$ cat config.mk
export PLATFORM = sky130hd
export DESIGN_NAME = spi_receive_mode_flat
export DESIGN_NICKNAME = d
export VERILOG_FILES = /design/src/rtl/spi_receive_mode_if.sv /design/src/rtl/spi_receive_mode.sv /design/src/flat_wrapper.sv
export SDC_FILE = /design/constraint.sdc
export NUM_CORES = 1
export LEC_CHECK = 0
export ABC_CLOCK_PERIOD_IN_PS = 4200
export CAP_MARGIN = 5
export CORE_MARGIN = 3
export CORE_UTILIZATION = 45
export CTS_CLUSTER_SIZE = 30
export DETAILED_ROUTE_END_ITERATION = 12
export PLACE_DENSITY = 0.72
export SYNTH_ARGS = -nofsm -noshare
export SYNTH_HDL_FRONTEND = slang
export SYNTH_SLANG_ARGS = --single-unit
$ cat constraint.sdc
create_clock -name clk_in -period 4.2 [get_ports clk_in]
set_input_delay 1.26 -clock clk_in [delete_from_list [all_inputs] [get_ports clk_in]]
set_output_delay 1.26 -clock clk_in [all_outputs]
set_load 0.01 [all_outputs]
$ cat src/rtl/spi_receive_mode_if.sv
// Consumer-side bundle of the SPI receiver: head-of-FIFO words, handshake and status pulses.
// The receiver drives the master modport; the word consumer uses the slave modport.
interface spi_receive_mode_if #(
  parameter int DATA_WIDTH = 8,
  parameter int LINES      = 1
);
  logic [DATA_WIDTH-1:0] data_out [LINES];
  logic                  data_valid_out;
  logic                  data_ready_in;
  logic [15:0]           word_count_out;
  logic                  overflow_out;
  logic                  frame_error_out;

  modport master (
    output data_out, data_valid_out, word_count_out, overflow_out, frame_error_out,
    input  data_ready_in
  );

  modport slave (
    input  data_out, data_valid_out, word_count_out, overflow_out, frame_error_out,
    output data_ready_in
  );
endinterface

$ cat src/rtl/spi_receive_mode.sv
// Multi-line SPI receiver: synchronises DCLK/CS/CIPO into clk_in, assembles words on the
// configured sampling edge and buffers them in a show-ahead FIFO with a valid/ready output.
module spi_receive_mode #(
  parameter int DATA_WIDTH = 8,
  parameter int LINES      = 1,
  parameter int CPOL       = 0,
  parameter int CPHA       = 0,
  parameter int MSB_FIRST  = 1,
  parameter int FIFO_DEPTH = 4
) (
  input  logic              clk_in,
  input  logic              rst_in,
  input  logic [LINES-1:0]  chip_data_in,
  input  logic              chip_clk_in,
  input  logic              chip_sel_in,
  spi_receive_mode_if.master rx
);

  localparam int CW    = $clog2(DATA_WIDTH);
  localparam int AW    = (FIFO_DEPTH > 2) ? $clog2(FIFO_DEPTH) : 1;
  localparam int WW    = LINES * DATA_WIDTH;
  localparam logic             IDLE_CLK    = (CPOL != 0);
  localparam logic             SAMPLE_RISE = (CPOL == CPHA);
  localparam logic [CW-1:0]    LAST_BIT    = CW'(DATA_WIDTH - 1);
  localparam logic [AW:0]      FULL_COUNT  = (AW + 1)'(FIFO_DEPTH);

  typedef enum logic {IDLE, ACTIVE} state_t;

  // Synchronisers: [0] first flop, [1] second flop, [2] delay for edge detection.
  logic [2:0]        dclk_sync;
  logic [1:0]        cs_sync;
  logic [LINES-1:0]  din_s1, din_s2, din_s3;
  logic [1:0]        sync_fill;
  logic              cs_armed;
  logic              sample_edge, sample_q;

  state_t            state_q, state_d;
  logic              frame_start, frame_abort, shift_en, word_done;
  logic [CW-1:0]     bit_cnt_q;
  logic [15:0]       word_count_q;
  logic [DATA_WIDTH-1:0] shift_q [LINES];
  logic [DATA_WIDTH-1:0] shift_d [LINES];
  logic [WW-1:0]     word_flat;

  logic [WW-1:0]     mem [FIFO_DEPTH];
  logic [AW-1:0]     wr_ptr_q, rd_ptr_q;
  logic [AW:0]       count_q;
  logic              full, valid, pop, wr_ok;
  logic              overflow_q, frame_err_q;
  logic [WW-1:0]     head_word;

  // NOTE: sequential state uses non-blocking assignments so every flop samples pre-edge values.
  always_ff @(posedge clk_in) begin
    if (rst_in) begin
      dclk_sync <= {3{IDLE_CLK}};
      cs_sync   <= 2'b11;
      din_s1    <= '0;
      din_s2    <= '0;
      din_s3    <= '0;
      sync_fill <= 2'b00;
      cs_armed  <= 1'b0;
      sample_q  <= 1'b0;
    end else begin
      dclk_sync <= {dclk_sync[1:0], chip_clk_in};
      cs_sync   <= {cs_sync[0], chip_sel_in};
      din_s1    <= chip_data_in;
      din_s2    <= din_s1;
      din_s3    <= din_s2;
      sync_fill <= {sync_fill[0], 1'b1};
      // Only a CS-high level seen after the synchronisers refill may arm the next frame.
      if (sync_fill[1] && cs_sync[1]) cs_armed <= 1'b1;
      sample_q  <= sample_edge;
    end
  end

  // The registered edge lines up with din_s3, which holds the data captured alongside it.
  assign sample_edge = SAMPLE_RISE ? (dclk_sync[1] & ~dclk_sync[2])
                                   : (~dclk_sync[1] & dclk_sync[2]);

  // NOTE: every always_comb output gets a default first so no latch can be inferred.
  always_comb begin
    state_d     = state_q;
    frame_start = 1'b0;
    frame_abort = 1'b0;
    case (state_q)
      IDLE: begin
        if (cs_armed && !cs_sync[1]) begin
          state_d     = ACTIVE;
          frame_start = 1'b1;
        end
      end
      ACTIVE: begin
        if (cs_sync[1]) begin
          state_d     = IDLE;
          frame_abort = (bit_cnt_q != '0);
        end
      end
      default: state_d = IDLE;
    endcase
  end

  assign shift_en  = (state_q == ACTIVE) && (state_d == ACTIVE) && sample_q;
  assign word_done = shift_en && (bit_cnt_q == LAST_BIT);

  always_comb begin
    word_flat = '0;
    for (int l = 0; l < LINES; l++) begin
      if (MSB_FIRST != 0) shift_d[l] = {shift_q[l][DATA_WIDTH-2:0], din_s3[l]};
      else                shift_d[l] = {din_s3[l], shift_q[l][DATA_WIDTH-1:1]};
      word_flat[l*DATA_WIDTH +: DATA_WIDTH] = shift_d[l];
    end
  end

  always_ff @(posedge clk_in) begin
    if (rst_in) begin
      state_q      <= IDLE;
      bit_cnt_q    <= '0;
      word_count_q <= '0;
      frame_err_q  <= 1'b0;
      for (int l = 0; l < LINES; l++) shift_q[l] <= '0;
    end else begin
      state_q     <= state_d;
      frame_err_q <= frame_abort;
      if (frame_start) begin
        bit_cnt_q    <= '0;
        word_count_q <= '0;
      end else if (shift_en) begin
        for (int l = 0; l < LINES; l++) shift_q[l] <= shift_d[l];
        bit_cnt_q <= word_done ? '0 : bit_cnt_q + 1'b1;
        if (word_done && word_count_q != 16'hFFFF) word_count_q <= word_count_q + 16'd1;
      end
    end
  end

  // Show-ahead FIFO: the head entry is presented combinationally whenever it is non-empty.
  assign valid = (count_q != '0);
  assign full  = (count_q == FULL_COUNT);
  assign pop   = valid && rx.data_ready_in;
  assign wr_ok = word_done && (!full || pop);

  always_ff @(posedge clk_in) begin
    if (rst_in) begin
      wr_ptr_q   <= '0;
      rd_ptr_q   <= '0;
      count_q    <= '0;
      overflow_q <= 1'b0;
    end else begin
      overflow_q <= word_done && full && !pop;
      if (wr_ok) wr_ptr_q <= wr_ptr_q + 1'b1;
      if (pop)   rd_ptr_q <= rd_ptr_q + 1'b1;
      case ({wr_ok, pop})
        2'b10:   count_q <= count_q + 1'b1;
        2'b01:   count_q <= count_q - 1'b1;
        default: count_q <= count_q;
      endcase
    end
  end

  // NOTE: storage is not reset; the count gates it, so stale entries are never visible.
  always_ff @(posedge clk_in) begin
    if (wr_ok) mem[wr_ptr_q] <= word_flat;
  end

  assign head_word = mem[rd_ptr_q];

  for (genvar g = 0; g < LINES; g++) begin : g_out
    assign rx.data_out[g] = valid ? head_word[g*DATA_WIDTH +: DATA_WIDTH] : '0;
  end

  assign rx.data_valid_out  = valid;
  assign rx.word_count_out  = word_count_q;
  assign rx.overflow_out    = overflow_q;
  assign rx.frame_error_out = frame_err_q;

endmodule

$ cat src/flat_wrapper.sv
// flat-port wrapper written by rule: the top's interface ports become plain ports
module spi_receive_mode_flat 
#(
  parameter int DATA_WIDTH = 8,
  parameter int LINES      = 1,
  parameter int CPOL       = 0,
  parameter int CPHA       = 0,
  parameter int MSB_FIRST  = 1,
  parameter int FIFO_DEPTH = 4
)
  (clk_in, rst_in, chip_data_in, chip_clk_in, chip_sel_in, rx_data_out, rx_data_valid_out, rx_word_count_out, rx_overflow_out, rx_frame_error_out, rx_data_ready_in);
  spi_receive_mode_if #(.DATA_WIDTH(DATA_WIDTH), .LINES(LINES)) rx_i ();
  input  logic clk_in;
  input  logic rst_in;
  input  logic [LINES-1:0] chip_data_in;
  input  logic chip_clk_in;
  input  logic chip_sel_in;
  output wire logic [$bits(rx_i.data_out)-1:0] rx_data_out;
  output wire logic [$bits(rx_i.data_valid_out)-1:0] rx_data_valid_out;
  output wire logic [$bits(rx_i.word_count_out)-1:0] rx_word_count_out;
  output wire logic [$bits(rx_i.overflow_out)-1:0] rx_overflow_out;
  output wire logic [$bits(rx_i.frame_error_out)-1:0] rx_frame_error_out;
  input wire logic [$bits(rx_i.data_ready_in)-1:0] rx_data_ready_in;
  assign rx_data_out = {>>{rx_i.data_out}};
  assign rx_data_valid_out = rx_i.data_valid_out;
  assign rx_word_count_out = rx_i.word_count_out;
  assign rx_overflow_out = rx_i.overflow_out;
  assign rx_frame_error_out = rx_i.frame_error_out;
  assign rx_i.data_ready_in = rx_data_ready_in;
  spi_receive_mode #(.DATA_WIDTH(DATA_WIDTH), .LINES(LINES), .CPOL(CPOL), .CPHA(CPHA), .MSB_FIRST(MSB_FIRST), .FIFO_DEPTH(FIFO_DEPTH)) u_core (.clk_in(clk_in), .rst_in(rst_in), .chip_data_in(chip_data_in), .chip_clk_in(chip_clk_in), .chip_sel_in(chip_sel_in), .rx(rx_i));
endmodule
==> reports/results.ini, run 1 <==
[outcome]
outcome=complete, no violations

[timing]
setup_viol=0
max-slew-margin-rel_pct=30.9
tightest_slew_ns=1.03
max_freq_mhz=287
rsz0062_at_grt=no
slew_violations=0
setup_tns_ns=0
hold_viol_final=0
fin_crit_ns=3.48
post-route-period-util_pct=82.9
skew_ns=0.0114

[power]
pwr-share-seq_pct=58.3
swShare_pct=18.5
peakVddDrop_uv=288
cellLeakagePower_nw=1.32
p_switching_uw=268
power_frac_clock_pct=40.1
comb_power_share_pct=1.5
power_density_nw_per_um2=367
internal_power_mw=1.18

[clock_network]
ctsLongestPathBuffers=2
insertion_delay_ns=0.34
postCtsSetupBuffers=0
clockRootBuffer=clkbuf_8
cts_tree=done
htreeDepth=3
cts_buffers=9
path_clk_slew_ns=0.08
post_cts_resized=0
clkSinkCount=82
cts_hold_buf=0

[setup_path]
crit_path_start_kind=flip-flop
crit_chain=mux4_2, and2_1, clkdlybuf4s50_1
crit_family=flip-flops
path_max_fanout=8
path_buf_inv=1
path_class=reg -> out
crit_required_ns=2.94
cp-end-kind=output port
cp_slowest_cell=dfxtp_1
cp.arrival_ns=2.22
max_stage_delay_ns=0.66

[yosys]
ys_types=41
synth_enable_flop_cells=39
syn_nets=290
synthCells=275
async_reset_ff_share_pct=0
ys_top_cells_by_count=dfxtp_1, edfxtp_1, and2_1, nor2_1
netlist_area_sq_um=3340
yosysTopAreaCell=edfxtp_1
syn_area_per_cell_sq_um=12.2
synth-main-ff-cell=dfxtp_1
yosysMostFrequentCell=dfxtp_1
synth-seq-cells=82
synth_warnings=0
synthTopCellsByArea=edfxtp_1, dfxtp_1, mux4_2
ys_seq_area_share_pct=60.8
netlist.area_leader.share_pct=35.0

[cells_and_area]
fillCellCount=620
regArea_sq_um=2030
multi_input_area_sq_um=1240
drive_gt1_share_pct=8.65
antenna_cells=0
syn_to_final_growth_pct=18.2
nets=323
fin_util_pct=56.6

[drt]
routed_wl_mm=5.74
drtIter0Drc=121
vias=2152
drc=0
routed_via_density=5.27
wl_per_cell_microns=14.1
drtAntennaViolNets=0
drtPass1Iterations=4

[placed_design]
dp_hpwl_mm=4.06
gp_congestion=0.811
portBuffers=32

[die]
start_util_pct=47.9
die_x_microns=92.2
io_pins=33
core_sq_um=6980
row_count=30
fp.dieH_microns=92.2
die-area_sq_um=8500

[min_path]
hp-class=reg -> reg

[grt]
antenna_found_initial=0
grt_first_pass_wirelength_mm=9.72
grtUsageTotal_pct=14.6
grt_pass1_vias=1977
grt_max_degree=30
grt-ovfl-total=0

[run]
cap_violations=0

power groups by stage:
| stage | logic (mW) | registers, mW | clock network [mW] |
|---|---|---|---|
| CTS | 0.0226 | 0.846 | 0.599 |
| floorplan | 0.0140 | 0.862 | 0 |
| finish | 0.0223 | 0.846 | 0.582 |
| global placement | 0.0220 | 0.864 | 0 |
| global route | 0.0249 | 0.847 | 0.637 |
| detailed placement | 0.0226 | 0.864 | 0 |
flip-flops by register name (all words and copies together), names as in the netlist, 2 cells and up, named ones only:
register and cells:
u_core.bit_cnt_q 3, u_core.count_q 3, u_core.cs_sync 2, u_core.dclk_sync 3, u_core.mem 32, u_core.rd_ptr_q 2
u_core.rx.word_count_out 16, u_core.shift_q 7, u_core.sync_fill 2, u_core.wr_ptr_q 2
metrics by stage:
step	std cells	setup WS [ns]	power (mW)	hold slack, ns	instance area (sq um)
floorplan	275	1.49	0.876	0.367	3340
CTS	408	0.651	1.47	0.380	3950
global route	408	0.548	1.51	0.410	3950
finish	408	0.719	1.45	0.378	3950
global placement	393	0.979	0.886	0.375	3750
detailed placement	393	0.891	0.887	0.379	3750
routing by layer:
metal | global-route usage [%] | up-vias | wire length [microns]
met5 | 0 | - | 0
met4 | 4.08 | 0 | 21
met3 | 5.25 | 2 | 249
met2 | 20.8 | 48 | 2610
met1 | 21.1 | 1024 | 2860
li1 | - | 1078 | -
logic make-up (layout without fill, tap and decap cells):
logic type	Yosys count	after routing	synth area share [%]
xor gates and xnor gates	3	3	0.786
adders and majority gates	9	9	3.59
and+or+nand+nor	113	113	19.0
AOI/OAI and AO/OA	34	34	6.29
buffers and inverters	20	57	2.25
DFF	82	82	60.8
muxes	14	14	7.26
path summary, 6_finish.rpt:
kind / from / cells after the start / to / slack, ns
worst max-delay path: flip-flop / 3 / rx_data_out[2] / 0.72
worst min-delay path: u_core.dclk_sync[2]$_SDFF_PP0_ / 1 / u_core.sample_q$_SDFF_PP0_ / 0.38
worst max register to register: u_core.bit_cnt_q[0]$_SDFFE_PP0P_ / 5 / u_core.mem[1][1]$_DFFE_PP_ / 1.51
worst min register to register: u_core.dclk_sync[2]$_SDFF_PP0_ / 1 / u_core.sample_q$_SDFF_PP0_ / 0.38
layout by cell type (no fill, tap or decap), types with 9 or more instances in the layout:
| master | count |
|---|---|
| dfxtp_1 | 43 |
| edfxtp_1 | 39 |
| clkdlybuf4s50_1 | 32 |
| and2_1 | 20 |
| nor2_1 | 18 |
| nand2_1 | 14 |
| a21oi_1 | 14 |
| inv_1 | 9 |
| or3_1 | 9 |
| nor2b_1 | 9 |
| clkbuf_8 | 9 |
cell type report:
type	instances	share of cell area [%]
sequential	82	51.4
clock buffer	12	3.42
timing repair buffer	33	8.30
tap	96	3.04
clock inverter	3	1.65
inverter	9	0.855
multi-input combinational	173	31.3
worst register-to-register path: cells and delay by family (launching register included):
kind                       cells  cell delay, ns
and+or+nand+nor                2            0.91
AOI/OAI and AO/OA              1            0.66
DFF                            1            0.38
adders and majority gates      2            0.39
Power figures use the tool's default switching activity.
==> inputs of run 2 (changes only) <==
Settings changed: ABC_CLOCK_PERIOD_IN_PS 4200 to 2960, PLACE_DENSITY 0.72 to 0.75.
Clock period 4.2 ns to 2.96 ns, I/O delays scaled along.
==> run 2 against run 1 <==
  * Non-clock buffer count is 7 higher
  * Die area unchanged
  * Critical path depth is 1 higher
  * Hold slack worse by 0.0017 ns
  * Sequential share of layout area down 0.66 points
  * Register-to-register slack worse by 1.0 ns
  * First-iteration DRC count grew 18%
  * Worst setup slack worse by 0.62 ns
  * Wire length fell by 1.2%
  * Global-route usage rose by 0.24 points
  * Sequential cell count unchanged
  * Design area grew 1.3%
  * Largest power group unchanged
==> reports/results.ini, run 2 (synthesized netlist as in run 1, its figures left out) <==
[outcome]
outcome=complete, no violations  ; unchanged

[clock_network]
cts_buffers=9  ; unchanged
path_clk_slew_ns=0.08  ; about the same
clockRootBuffer=clkbuf_8  ; unchanged
htreeDepth=3  ; unchanged
cts_hold_buf=0  ; unchanged
clkSinkCount=82  ; unchanged
ctsLongestPathBuffers=2  ; unchanged
insertion_delay_ns=0.35  ; was 0.34 ns
cts_tree=done  ; unchanged

[timing]
hold_viol_final=0  ; unchanged
setup_tns_ns=0  ; unchanged
setup_viol=0  ; unchanged
rsz0062_at_grt=no  ; unchanged
max_freq_mhz=349
skew_ns=0.00899  ; was 0.0114 ns
tightest_slew_ns=0.674  ; was 1.03 ns
post-route-period-util_pct=96.8
max-slew-margin-rel_pct=54.6  ; was 30.9%
slew_violations=0  ; unchanged
fin_crit_ns=2.87

[power]
internal_power_mw=1.60  ; was 1.18 mW
power_density_nw_per_um2=502  ; was 367 nW/um^2
power_frac_clock_pct=38.6  ; was 40.1%
cellLeakagePower_nw=1.38  ; was 1.32 nW
swShare_pct=20.4  ; was 18.5%
pwr-share-seq_pct=59.8  ; was 58.3%
peakVddDrop_uv=424  ; was 288 uV
comb_power_share_pct=1.6  ; was 1.5%
p_switching_uw=410  ; was 268 uW
p_total_mw=2.01  ; was 1.45 mW

[placed_design]
portBuffers=32  ; unchanged
dp_hpwl_mm=4.02  ; was 4.06 mm
place_area_sq_um=3790  ; was 3750 sq um
gp_congestion=0.817  ; was 0.811

[cells_and_area]
largest_reg_flops=32  ; unchanged
top_register=u_core.mem  ; unchanged
layout_commonest_cell=dfxtp_1  ; unchanged
final_cell_mix=dfxtp_1, edfxtp_1, clkdlybuf4s50_1, and2_1, nor2_1  ; unchanged
antenna_cells=0  ; unchanged
syn_to_final_growth_pct=19.7  ; was 18.2%
drive_gt1_share_pct=11.6  ; was 8.65%
nets=330  ; was 323
final_area_sq_um=4000  ; was 3950 sq um

[setup_path]
path_max_fanout=8  ; unchanged
cp.arrival_ns=1.98  ; was 2.22 ns
crit_path_start_kind=flip-flop  ; unchanged
cp-end-kind=output port  ; unchanged
r2r-end=u_core.rx.word_count_out[10]$_SDFFE_PP0P_  ; was u_core.mem[1][1]$_DFFE_PP_
path_class=reg -> out  ; unchanged
critPathCapture=rx_data_out[1]  ; was rx_data_out[2]
rrSetupSlack_ns=0.47  ; was 1.51 ns
r2r_cells=6  ; was 5
r2r-start=u_core.bit_cnt_q[0]$_SDFFE_PP0P_  ; unchanged
crit_required_ns=2.07  ; was 2.94 ns

[drt]
drtPass1Iterations=4  ; unchanged
drtAntennaViolNets=0  ; unchanged
drtIter0Drc=143  ; was 121
routed_wl_mm=5.67  ; was 5.74 mm
vias=2195  ; was 2,152
wl_per_cell_microns=13.6  ; was 14.1 microns
routed_via_density=5.28  ; was 5.27
drc=0  ; unchanged

[die]
fp.dieH_microns=92.2  ; unchanged
row_count=30  ; unchanged
die_x_microns=92.2  ; unchanged
die-area_sq_um=8500  ; unchanged
core_sq_um=6980  ; unchanged
io_pins=33  ; unchanged
start_util_pct=47.9  ; unchanged

[grt]
grt_max_degree=29  ; was 30
grt_first_pass_wirelength_mm=9.87  ; was 9.72 mm
antenna_found_initial=0  ; unchanged
grt-ovfl-total=0  ; unchanged
grt_pass1_vias=2126  ; was 1,977
grtUsageTotal_pct=14.9  ; was 14.6%

[min_path]
hp-class=reg -> reg  ; unchanged

[run]
cap_violations=0  ; unchanged

[run 2: worst min-delay path by stage]
stage,end,slack [ns],cells after the start,startpoint
after floorplan,u_core.sample_q$_SDFF_PP0_,0.37,1,u_core.dclk_sync[2]$_SDFF_PP0_
after global placement,u_core.sample_q$_SDFF_PP0_,0.37,1,u_core.dclk_sync[2]$_SDFF_PP0_
after detailed placement,u_core.sample_q$_SDFF_PP0_,0.38,1,u_core.dclk_sync[2]$_SDFF_PP0_
after CTS,u_core.sample_q$_SDFF_PP0_,0.38,1,u_core.dclk_sync[2]$_SDFF_PP0_
after global routing,u_core.sample_q$_SDFF_PP0_,0.40,1,u_core.dclk_sync[2]$_SDFF_PP0_
final,u_core.sample_q$_SDFF_PP0_,0.38,1,u_core.dclk_sync[2]$_SDFF_PP0_
[run 2: power groups by stage]
stage	logic (mW)	registers (mW)	clock network (mW)
floorplan	0.0199	1.22	0
global placement	0.0323	1.23	0
detailed placement	0.0332	1.23	0
CTS	0.0333	1.20	0.800
global route	0.0369	1.20	0.855
finish	0.0328	1.20	0.775
[run 2: what timing repair did]
action | CTS | global route
setup endpoints to repair | 0 | 8
setup buffers | 0 | 1
gates resized for setup | 0 | 2
hold endpoints to repair | 0 | 0
[run 2: area by class of cell]
class	instances	area [sq um]
clock buffers	10	128
repair buffers	40	387
multi-input cells	173	1240
inverters	9	33.8
flip-flops and latches	82	2030
well taps	96	120
clock inverters	6	65.1
fillers	600	2980
[run 2: critical path, stage by stage, from the launching register on]
cell and delay (ns):
dfxtp_1 0.33, buf_6 0.15, mux4_2 0.50, and2_1 0.17, clkdlybuf4s50_1 0.47
[run 2: metrics by stage]
stage	utilization, %	setup slack (ns)	hold slack (ns)	std cells
after floorplan	-	0.595	0.367	275
after global placement	54.4	0.310	0.374	399
after detailed placement	54.4	0.275	0.382	399
after CTS	57.1	0.00588	0.381	415
after global routing	57.3	0.000749	0.398	416
final	57.3	0.0949	0.377	416
[run 2: routing by layer]
metal	track usage, %	wire (microns)	vias to the layer above
li1	-	-	1090
met1	18.5	2610	1057
met2	23.5	2730	41
met3	5.17	245	7
met4	6.44	86	0
met5	0	0	-
==> inputs of run 3 (changes only) <==
Settings changed: CORE_ASPECT_RATIO from default to 1.4.
==> run 3 against run 2 <==
  * Register-to-register slack better by 0.13 ns
  * Global-route usage rose by 0.15 points
  * Combinational power is essentially flat
  * Wire length increased by 4.8%
  * Clock power grew 8.3%
  * Count of clock-buffer cells in the layout down 1
  * Final cell count down 0.48%
  * Sequential cell count unchanged
  * Sequential power is essentially flat
  * Hold slack better by 0.0075 ns
  * Maximum frequency is 0.40% lower
  * Clock skew increased by 0.0017 ns
==> reports/results.ini, run 3 (synthesized netlist as in run 1, its figures left out) <==
[outcome]
outcome=complete, no violations  ; unchanged

[cells_and_area]
largest_reg_flops=32  ; unchanged
layout_commonest_cell=dfxtp_1  ; unchanged
drive_gt1_share_pct=11.6  ; about the same
nets=329  ; was 330
syn_to_final_growth_pct=19.9  ; was 19.7%
final_cell_mix=dfxtp_1, edfxtp_1, clkdlybuf4s50_1, and2_1, nor2_1  ; unchanged
multi_input_area_sq_um=1240  ; unchanged
regArea_sq_um=2030  ; unchanged
antenna_cells=0  ; unchanged
top_register=u_core.mem  ; unchanged
fillCellCount=604  ; was 600

[grt]
grt_max_degree=29  ; unchanged
antenna_found_initial=0  ; unchanged
grt_first_pass_wirelength_mm=10.1  ; was 9.87 mm
grtUsageTotal_pct=15.0  ; was 14.9%
grt_pass1_vias=2152  ; was 2,126
grt-ovfl-total=0  ; unchanged

[die]
core_sq_um=7070  ; was 6980 sq um
start_util_pct=47.3  ; was 47.9%
die-area_sq_um=8510  ; was 8500 sq um
row_count=36  ; was 30
fp.dieH_microns=108  ; was 92.2 microns
die_x_microns=78.8  ; was 92.2 microns
io_pins=33  ; unchanged

[clock_network]
cts_tree=done  ; unchanged
path_clk_slew_ns=0.09  ; was 0.08 ns
ctsLongestPathBuffers=2  ; unchanged
clkSinkCount=82  ; unchanged
cts_hold_buf=0  ; unchanged
post_cts_resized=0  ; unchanged
postCtsSetupBuffers=0  ; unchanged
cts_buffers=9  ; unchanged
insertion_delay_ns=0.35  ; about the same
htreeDepth=3  ; unchanged
clockRootBuffer=clkbuf_8  ; unchanged

[power]
p_switching_uw=460  ; was 410 uW
comb_power_share_pct=1.6  ; about the same
peakVddDrop_uv=313  ; was 424 uV
power_density_nw_per_um2=517  ; was 502 nW/um^2
internal_power_mw=1.61  ; was 1.60 mW
p_total_mw=2.07  ; was 2.01 mW
cellLeakagePower_nw=1.36  ; was 1.38 nW
pwr-share-seq_pct=57.9  ; was 59.8%
power_frac_clock_pct=40.5  ; was 38.6%
swShare_pct=22.2  ; was 20.4%

[timing]
max_freq_mhz=348  ; was 349 MHz
rsz0062_at_grt=no  ; unchanged
skew_ns=0.0107  ; was 0.00899 ns
max-slew-margin-rel_pct=55.4  ; was 54.6%
setup_viol=0  ; unchanged
setup_tns_ns=0  ; unchanged
hold_viol_final=0  ; unchanged
slew_violations=0  ; unchanged
post-route-period-util_pct=97.2  ; was 96.8%
fin_crit_ns=2.88  ; was 2.87 ns
tightest_slew_ns=0.663  ; was 0.674 ns

[placed_design]
portBuffers=32  ; unchanged
dp_hpwl_mm=4.18  ; was 4.02 mm
gp_congestion=0.799  ; was 0.817

[min_path]
hp-class=reg -> reg  ; unchanged

[setup_path]
cp.arrival_ns=1.99  ; was 1.98 ns
crit_path_start_kind=flip-flop  ; unchanged
cp-end-kind=output port  ; unchanged
path_max_fanout=8  ; unchanged
crit_required_ns=2.07  ; about the same
path_class=reg -> out  ; unchanged

[drt]
vias=2197  ; was 2,195
drtAntennaViolNets=0  ; unchanged
drtIter0Drc=172  ; was 143
wl_per_cell_microns=14.4  ; was 13.6 microns
routed_via_density=5.31  ; was 5.28
routed_wl_mm=5.94  ; was 5.67 mm
drtPass1Iterations=5  ; was 4
drc=0  ; unchanged

[run]
cap_violations=0  ; unchanged

[run 3: power by group through the flow]
stage / clock network [mW] / registers (mW) / logic, mW
2_1_floorplan: 0 / 1.22 / 0.0199
3_3_place_gp: 0 / 1.23 / 0.0327
6_report: 0.839 / 1.20 / 0.0330
5_1_grt: 0.899 / 1.20 / 0.0362
3_5_place_dp: 0 / 1.23 / 0.0333
4_1_cts: 0.857 / 1.20 / 0.0333
[run 3: cell type report]
type	instances	area share (%)
clock buffers	9	3.09
clock inverters	7	2.22
inverters	9	0.842
multi-input cells	173	30.8
flip-flops and latches	82	50.7
well taps	95	2.96
repair buffers	39	9.39
[run 3: stage by stage]
| step | hold slack (ns) | area, sq um | std cells | utilization [%] | setup WS (ns) |
|---|---|---|---|---|---|
| after floorplan | 0.367 | 3340 | 275 | - | 0.595 |
| after global placement | 0.373 | 3790 | 398 | 53.6 | 0.320 |
| after detailed placement | 0.372 | 3790 | 398 | 53.6 | 0.237 |
| after CTS | 0.384 | 4010 | 414 | 56.7 | 0.0196 |
| after global routing | 0.390 | 4010 | 414 | 56.7 | 0.0128 |
| final | 0.384 | 4010 | 414 | 56.7 | 0.0833 |
[run 3: path summary, 6_finish.rpt]
check	startpoint	endpoint	slack, ns	depth (start not counted)
worst max-delay path	flip-flop	rx_data_out[1]	0.08	4
worst min-delay path	u_core.dclk_sync[2]$_SDFF_PP0_	u_core.sample_q$_SDFF_PP0_	0.38	1
worst max register to register	u_core.bit_cnt_q[0]$_SDFFE_PP0P_	u_core.count_q[2]$_SDFFE_PP0P_	0.60	8
worst min register to register	u_core.dclk_sync[2]$_SDFF_PP0_	u_core.sample_q$_SDFF_PP0_	0.38	1
[run 3: routing by layer]
layer / routed length [microns] / part of all wire (%) / vias up / global-route usage, %
met5: 0 / 0 / - / 0
met4: 118 / 2.0 / 0 / 7.86
met3: 181 / 3.0 / 10 / 2.33
met2: 3070 / 52 / 44 / 26.4
met1: 2580 / 43 / 1049 / 17.6
li1: - / - / 1094 / -
[run 3: worst max-delay path: stages, from the launching register on]
cell and delay, ns:
dfxtp_1 0.33, buf_6 0.16, mux4_2 0.49, and2_1 0.17
clkdlybuf4s50_1 0.48
